File: src/rtl/deadlock_mon_pkg.sv
// Shared types and constants for the deadlock monitor aggregation logic.
package deadlock_mon_pkg;

    typedef enum logic [1:0] {
        IDLE   = 2'd0,
        WATCH  = 2'd1,
        REPORT = 2'd2,
        HOLD   = 2'd3
    } dlk_state_t;

    localparam int DLK_TS_W = 32;

endpackage

File: src/rtl/dlk_prio_enc.sv
// Lowest-set-bit priority encoder over the monitor block vector.
module dlk_prio_enc #(
    parameter int NUM_MON = 8,
    parameter int IDX_W   = (NUM_MON > 1) ? $clog2(NUM_MON) : 1
) (
    input  logic [NUM_MON-1:0] req_i,
    output logic [IDX_W-1:0]   idx_o,
    output logic               any_o
);

    // Scan from the top down so the lowest set bit is the last one written.
    always_comb begin
        idx_o = '0;
        any_o = 1'b0;
        for (int i = NUM_MON - 1; i >= 0; i--) begin
            if (req_i[i]) begin
                idx_o = IDX_W'(i);
                any_o = 1'b1;
            end
        end
    end

endmodule

File: src/rtl/deadlock_block_aggregator.sv
// Qualifies monitor block levels over PERSIST cycles and reports one deadlock per arming.
//
//  state  | meaning
//  IDLE   | no monitor blocking, counter cleared
//  WATCH  | same candidate blocking, counting consecutive cycles
//  REPORT | report presented, waiting for consumer handshake
//  HOLD   | report consumed, ignoring monitors until clear
module deadlock_block_aggregator
    import deadlock_mon_pkg::*;
#(
    parameter int NUM_MON = 8,
    parameter int PERSIST = 1024,
    parameter int IDX_W   = (NUM_MON > 1) ? $clog2(NUM_MON) : 1,
    parameter int CNT_W   = $clog2(PERSIST + 1)
) (
    input  logic                clock,
    input  logic                reset,
    input  logic [NUM_MON-1:0]  mon_block,
    input  logic                clear,
    output logic                report_valid,
    input  logic                report_ready,
    output logic [IDX_W-1:0]    report_idx,
    output logic [DLK_TS_W-1:0] report_cycle,
    output logic                deadlock
);

    localparam logic [CNT_W-1:0] CNT_ONE  = CNT_W'(1);
    localparam logic [CNT_W-1:0] CNT_LAST = CNT_W'(PERSIST - 1);

    dlk_state_t          state_q;
    logic [CNT_W-1:0]    cnt_q;
    logic [IDX_W-1:0]    idx_q;
    logic [DLK_TS_W-1:0] ts_q;
    logic [DLK_TS_W-1:0] ts_d;
    logic                valid_q;
    logic                deadlock_q;
    logic [IDX_W-1:0]    rep_idx_q;
    logic [DLK_TS_W-1:0] rep_cycle_q;

    logic [IDX_W-1:0]    cand;
    logic                any_blk;

    dlk_prio_enc #(
        .NUM_MON (NUM_MON),
        .IDX_W   (IDX_W)
    ) u_prio_enc (
        .req_i (mon_block),
        .idx_o (cand),
        .any_o (any_blk)
    );

    // Timestamp saturates rather than wrapping so late reports stay ordered.
    assign ts_d = (ts_q == {DLK_TS_W{1'b1}}) ? ts_q : ts_q + DLK_TS_W'(1);

    always_ff @(posedge clock) begin
        if (reset) begin
            state_q     <= IDLE;
            cnt_q       <= '0;
            idx_q       <= '0;
            ts_q        <= '0;
            valid_q     <= 1'b0;
            deadlock_q  <= 1'b0;
            rep_idx_q   <= '0;
            rep_cycle_q <= '0;
        end else begin
            ts_q <= ts_d;
            if (clear) begin
                state_q    <= IDLE;
                cnt_q      <= '0;
                deadlock_q <= 1'b0;
                valid_q    <= 1'b0;
            end else begin
                case (state_q)
                    IDLE: begin
                        if (any_blk) begin
                            idx_q <= cand;
                            cnt_q <= CNT_ONE;
                            if (PERSIST == 1) begin
                                state_q     <= REPORT;
                                rep_idx_q   <= cand;
                                rep_cycle_q <= ts_q;
                                deadlock_q  <= 1'b1;
                                valid_q     <= 1'b1;
                            end else begin
                                state_q <= WATCH;
                            end
                        end
                    end
                    WATCH: begin
                        if (!any_blk) begin
                            state_q <= IDLE;
                            cnt_q   <= '0;
                        end else if (cand != idx_q) begin
                            idx_q <= cand;
                            cnt_q <= CNT_ONE;
                        end else if (cnt_q == CNT_LAST) begin
                            state_q     <= REPORT;
                            rep_idx_q   <= idx_q;
                            rep_cycle_q <= ts_q;
                            deadlock_q  <= 1'b1;
                            valid_q     <= 1'b1;
                        end else begin
                            cnt_q <= cnt_q + CNT_ONE;
                        end
                    end
                    REPORT: begin
                        if (report_ready) begin
                            valid_q <= 1'b0;
                            state_q <= HOLD;
                        end
                    end
                    HOLD: begin
                    end
                    default: state_q <= IDLE;
                endcase
            end
        end
    end

    assign report_valid = valid_q;
    assign report_idx   = rep_idx_q;
    assign report_cycle = rep_cycle_q;
    assign deadlock     = deadlock_q;

endmodule

File: config.mk
export PLATFORM = sky130hd
export DESIGN_NAME = deadlock_block_aggregator
export DESIGN_NICKNAME = d
export VERILOG_FILES = /design/src/rtl/deadlock_mon_pkg.sv /design/src/rtl/dlk_prio_enc.sv /design/src/rtl/deadlock_block_aggregator.sv
export SDC_FILE = /design/constraint.sdc
export NUM_CORES = 1
export LEC_CHECK = 0
export ABC_AREA = 0
export CORE_ASPECT_RATIO = 0.8
export CORE_MARGIN = 3
export CORE_UTILIZATION = 59
export DETAILED_ROUTE_END_ITERATION = 16
export PLACE_DENSITY = 0.95
export SYNTH_ARGS = -nofsm -noshare
export SYNTH_HDL_FRONTEND = slang
export SYNTH_SLANG_ARGS = --single-unit
File: constraint.sdc
create_clock -name clock -period 7.2 [get_ports clock]
set_clock_uncertainty 0.05 [all_clocks]
set_input_delay 1.8 -clock clock [delete_from_list [all_inputs] [get_ports clock]]
set_output_delay 1.8 -clock clock [all_outputs]
set_load 0.01 [all_outputs]
# Word level (Yosys, flattened, before mapping)
# Cells that the tools add are included.
dict set report op_classes {
  n_addsub 2
  eq_ne 14
  n_mux 36
  n_bitwise 2
  n_reduce_logical 11
}
# cell n
set ops {}
lappend ops {{11-bit 2-to-1 mux} 4}
lappend ops {{3-bit 2-to-1 mux} 11}
lappend ops {{32-bit by 1-bit adder with 32-bit output (second input constant)} 1}
lappend ops {{32-bit == test (second input constant)} 1}
lappend ops {{11-bit case mux with 2 select lines} 1}
lappend ops {{5-bit AND reduction} 4}
lappend ops {{1-bit 2-to-1 mux} 12}
lappend ops {{2-bit inequality test (second input constant)} 6}
lappend ops {{11-bit by 1-bit adder with 11-bit output (second input constant)} 1}
lappend ops {{11-bit by 10-bit == test with 1-bit output (second input constant)} 1}
lappend ops {{2-bit 2-to-1 mux} 5}
lappend ops {{3-bit inequality test (second input constant)} 2}
lappend ops {{2-bit case mux with 3 select lines} 1}
lappend ops {{3-bit case mux with 2 select lines} 1}
lappend ops {{4-bit inequality test (second input constant)} 1}
lappend ops {{4-bit AND reduction} 1}
lappend ops {{2-bit nonzero test} 2}
lappend ops {{3-bit inequality test} 1}
lappend ops {{3-bit AND reduction} 1}
lappend ops {{3-bit nonzero test} 1}
lappend ops {{2-bit by 1-bit == test with 1-bit output (second input constant)} 1}
lappend ops {{2-bit == test (second input constant)} 1}
lappend ops {{2-bit zero test} 1}
lappend ops {{1-bit NOT} 2}
lappend ops {{2 further kinds} 2}
dict set report word_totals {
  ff_bits 85
  inputBits 12
  out_inout_bits 37
  word_cells 73
}

# Depth between registers and ports, before layout
dict set report logic_depth {
  word_depth 12
  mapped_depth 10
  depth_no_buf 8
}

# Cells and area by module
# Synthesis repeated with hierarchy kept, for this count alone.
dict set report unflattened {
  cells_unflattened 485
  hier_area_um2 3950.0
}
# mod instances cells_per_inst area_per_inst_um2
set modules_own_cells {}
lappend modules_own_cells {deadlock_block_aggregator 1 472 3870.0}
lappend modules_own_cells {dlk_prio_enc 1 13 80.1}

# Worst setup path after synthesis
# No wires, ideal clock.
dict set report synth_timing {
  kind {input port to flip-flop}
  start {input mon_block[0]}
  end {register cnt_q[3]}
  setup_ns 0.062
  arrival_ns 3.541
  required_ns 7.088
  slack_ns 3.547
  stages 9
  path_buffers 2
  path_cell_list {or2_1 > buf_6 > nor4_4 > and4_1 > o22ai_2 > or2_1 > buf_2 > or4_1 > nand3_1}
}
dict set report synth_via {
  elab_chain_cells 5
}
# element line
set synth_lines {}
lappend synth_lines {{start: declaration} deadlock_block_aggregator.sv:18} ;# input logic [NUM_MON-1:0] mon_block,
lappend synth_lines {{3-bit 2-to-1 mux} dlk_prio_enc.sv:16} ;# if (req_i[i]) begin
lappend synth_lines {{3-bit inequality test} deadlock_block_aggregator.sv:93} ;# end else if (cand != idx_q) begin
lappend synth_lines {{11-bit 2-to-1 mux} deadlock_block_aggregator.sv:93}
lappend synth_lines {{11-bit 2-to-1 mux} deadlock_block_aggregator.sv:90} ;# if (!any_blk) begin
lappend synth_lines {{11-bit case mux with 2 select lines} deadlock_block_aggregator.sv:73} ;# case (state_q)
lappend synth_lines {{end signal: assignment} deadlock_block_aggregator.sv:103} ;# cnt_q <= cnt_q + CNT_ONE;
lappend synth_lines {{end: declaration} deadlock_block_aggregator.sv:31} ;# logic [CNT_W-1:0] cnt_q;
# Parallel ways exist; a longest one is shown, timed or not.
# A chain may end at the register's enable or synchronous reset.

# Final worst setup path
dict set report layout_timing {
  start {input mon_block[0]}
  end {register rep_cycle_q[19] (netlist: report_cycle[19])}
}
dict set report layout_via {
  elab_chain_cells 4
}
# element line
set layout_lines {}
lappend layout_lines {{3-bit 2-to-1 mux} dlk_prio_enc.sv:16}
lappend layout_lines {{3-bit inequality test} deadlock_block_aggregator.sv:93}
lappend layout_lines {{1-bit NOT (no line)} -}
lappend layout_lines {{5-bit AND reduction (no line) (*)} -}
lappend layout_lines {{end signal: assignment} deadlock_block_aggregator.sv:81} ;# rep_cycle_q <= ts_q;
lappend layout_lines {{end signal: assignment} deadlock_block_aggregator.sv:99} ;# rep_cycle_q <= ts_q;
lappend layout_lines {{end: declaration} deadlock_block_aggregator.sv:38} ;# logic [DLK_TS_W-1:0] rep_cycle_q;
# Every way passes the cells marked *; elsewhere a longest branch is shown, timed or not.

==> out/qor.txt <==
================================================================================
GP Congestion                                                              0.946
Max-Cap Viols                                                                  0
Worst Path Max Fanout                                                         35
Core Rows                                                                     25
Total power of the final layout                                           939 uW
Area Overhead vs Synth                                                     18.8%
Main flop type after synthesis                                      sky130_fd_sc_hd__dfxtp_1
Register area share after synthesis                                        43.5%
Max clock buf depth                                                            2
Hpwl dp                                                                  6220 um
Root buf cell                                                       sky130_fd_sc_hd__clkbuf_8
DRC Markers                                                                    0
Grt ovf                                                                        0
Post-synthesis net count                                                     460
Initial core utilization                                                   63.5%
Largest area contributor in the synthesized netlist                 sky130_fd_sc_hd__dfxtp_1
Post-synthesis instance total                                                441
Synth Warn #                                                                   0
Area occupied by multi-input gates                                     2070 um^2
Number of antenna violations at the first check in global routing              0
Die width                                                                97.0 um
Pre-CTS setup slack                                                      2.71 ns
Antenna fix cells                                                              0
Final count of pins violating max slew                                         0
Total area of sequential cells                                         1700 um^2
Final total negative setup slack                                            0 ns
Die extent in y                                                          78.8 um
Number of enable-type register cells in the synthesized netlist                0
Global-route wire length before repair                                  16100 um
Syn Std Cell Area                                                      3910 um^2
Clk sink count                                                                85
Global routing usage summed across all routing layers                      25.5%
Top-count cell post-synth                                           sky130_fd_sc_hd__nor2_1
Setup repair after global routing missed its margin                           no
Count of final hold-check violations                                           0
Share of async-settable or async-resettable flops after synthesis             0%
Count of boundary I/O pins                                                    49
H-tree Lvls                                                                    3
Post-synthesis sequential element count                                       85
Endpoints failing setup                                                        0
Distinct cell type count of the synthesized netlist                           47
Hold-fix buffers, CTS                                                          0
Buffers inserted during post-CTS setup optimization                            0
CP Data Required Time                                                    7.36 ns
NumNets Final                                                                502
Max frequency                                                            240 MHz
Rel. slew slack                                                            43.3%
Number of routed nets with antenna violations                                  0
Hold Path Class                                                       reg -> reg
Maximum number of pins on one net before global-route repair                  73
Transition time at the pin with the least slew margin                   0.847 ns
Total number of vias                                                        3513
Combinational family with the most area after synthesis             simple AND/OR/NAND/NOR gates
Clock latency reported for the late side of the worst-skew pair          0.36 ns
Clock slew at reported path FFs                                          0.08 ns
Die outline area                                                       7650 um^2
Biggest area contributors in the synthesized netlist                sky130_fd_sc_hd__dfxtp_1 (44%), sky130_fd_sc_hd__mux2i_1 (10%), sky130_fd_sc_hd__nor2_1 (8.5%)
Arrival @ worst endpoint                                                 4.33 ns
Starting DRC count in detailed routing                                       368
Routed wire length                                                       9510 um
Synth Area in Simple Gates                                                 27.2%
Xor/xnor share of the synthesized area                                     5.60%
Adder-cell share of the synthesized area                                   2.24%
Smallest hold slack                                                     0.436 ns
Fin worst setup slack                                                    3.03 ns
Result of the run                                                   finished clean
CP Launch Type                                                      primary input
Vias in the first global route                                              3408
Port buffer count                                                             48
Final period utilization                                                   57.9%
Fill cells                                                                   415
Average wire length per cell after detail routing                        16.7 um
Most used standard cells in the synthesized netlist                 sky130_fd_sc_hd__nor2_1 (89), sky130_fd_sc_hd__dfxtp_1 (85), sky130_fd_sc_hd__mux2i_1 (39)
Cts bufs inserted                                                              9
Leakage dissipation                                                   0.00162 uW
CTS tree                                                                     yes
First-pass iteration count of the detailed router                              5
Period minus WS final                                                    4.17 ns
Multiplexer fraction of the synthesized cell area                          9.98%
Total power divided by cell area                                     202 nW/um^2
Number of cells upsized or downsized after cts                                 0
Endpoint kind of the worst setup timing path                            register
Area fraction in compound gates after synthesis                            7.84%
Worst vdd ir                                                            0.124 mV
Core region area                                                       6160 um^2
Category of the critical setup timing path                             in -> reg
Share of the synthesized area in the top cell type                         43.5%
Mean post-synth cell area                                              8.87 um^2
Ratio of cells with drive above 1 in the final layout                      5.33%
Detailed-route vias per instance                                            6.17
================================================================================
cells by family (layout without fill, tap and decap cells):
group	count (synthesis)	after routing
and+or+nand+nor	209	209
AOI/OAI and AO/OA	48	48
xor gates and xnor gates	25	25
buffers and inverters	28	75
DFF	85	85
muxes	39	39
adders and majority gates	7	7
worst max-delay path: stages:
cell	delay, ns
sky130_fd_sc_hd__clkdlybuf4s50_1	0.42
sky130_fd_sc_hd__or2_1	0.35
sky130_fd_sc_hd__nor4_4	0.22
sky130_fd_sc_hd__and4_1	0.26
sky130_fd_sc_hd__o22ai_2	0.15
sky130_fd_sc_hd__nor4_2	0.23
sky130_fd_sc_hd__buf_4	0.54
sky130_fd_sc_hd__mux2i_1	0.26
sky130_fd_sc_hd__nor2_1	0.06
flip-flops by register name (all words and copies together) (netlist names):
signal        count
report_valid      1
state_q           2
deadlock          1
ts_q             32
report_idx        3
idx_q             3
report_cycle     32
cnt_q            11
report_power, final:
part	switching [uW]	total (uW)	internal, uW
Combinational	32.0	48.7	16.7
Sequential	4.47	477	473
Clock	181	413	232
layout make-up:
| class | count | share of cell area (%) |
|---|---|---|
| Multi-Input combinational cell | 328 | 44.7 |
| Sequential cell | 85 | 36.6 |
| Timing Repair Buffer | 50 | 10.6 |
| Clock buffer | 9 | 2.67 |
| Clock inverter | 7 | 2.59 |
| Tap cell | 81 | 2.18 |
| Inverter | 9 | 0.727 |
cell usage in the layout (no fill, tap or decap), drive strengths merged, types with 2 or more instances in the layout:
cell type,count
xnor2,7
o21ai,12
nor4,6
nor2,89
nor4b,2
a211oi,2
a21oi,15
o211ai,2
clkdlybuf4s50,47
clkbuf,9
and4,5
nand2b,3
nand3,26
or4,4
or3,4
mux2i,39
xor2,18
a31oi,3
inv,11
dfxtp,85
buf,3
nor2b,3
o311ai,2
or2,3
and2,4
and3,10
ha,7
nor3,8
bufinv,3
nand4,14
nand2,26
o31ai,2
stage by stage:
step           util, %  cell area (um^2)  instances
2_1_floorplan        -              3910        441
3_3_place_gp      71.4              4400        553
3_5_place_dp      71.4              4400        553
4_1_cts           75.4              4650        569
5_1_grt           75.4              4650        569
6_report          75.4              4650        569
metal layers:
layer	global-route usage [%]	routed length (um)	up-vias
met4	9.96	257	0
met1	32.3	4170	1690
li1	-	-	1627
met2	41.9	4410	163
met5	0	0	-
met3	6.94	676	33
worst paths after layout:
| path | from | endpoint | slack, ns | cells past startpoint |
|---|---|---|---|---|
| worst max-delay path | mon_block[0] | report_cycle[19]$_SDFFE_PP0P_ | 3.03 | 9 |
| worst min-delay path | cnt_q[10]$_SDFFE_PP0P_ | cnt_q[10]$_SDFFE_PP0P_ | 0.44 | 2 |
| worst max register to register | cnt_q[0]$_SDFFE_PP0P_ | report_cycle[19]$_SDFFE_PP0P_ | 4.33 | 8 |
| worst min register to register | cnt_q[10]$_SDFFE_PP0P_ | cnt_q[10]$_SDFFE_PP0P_ | 0.44 | 2 |
(Power assumes the default switching activity.)
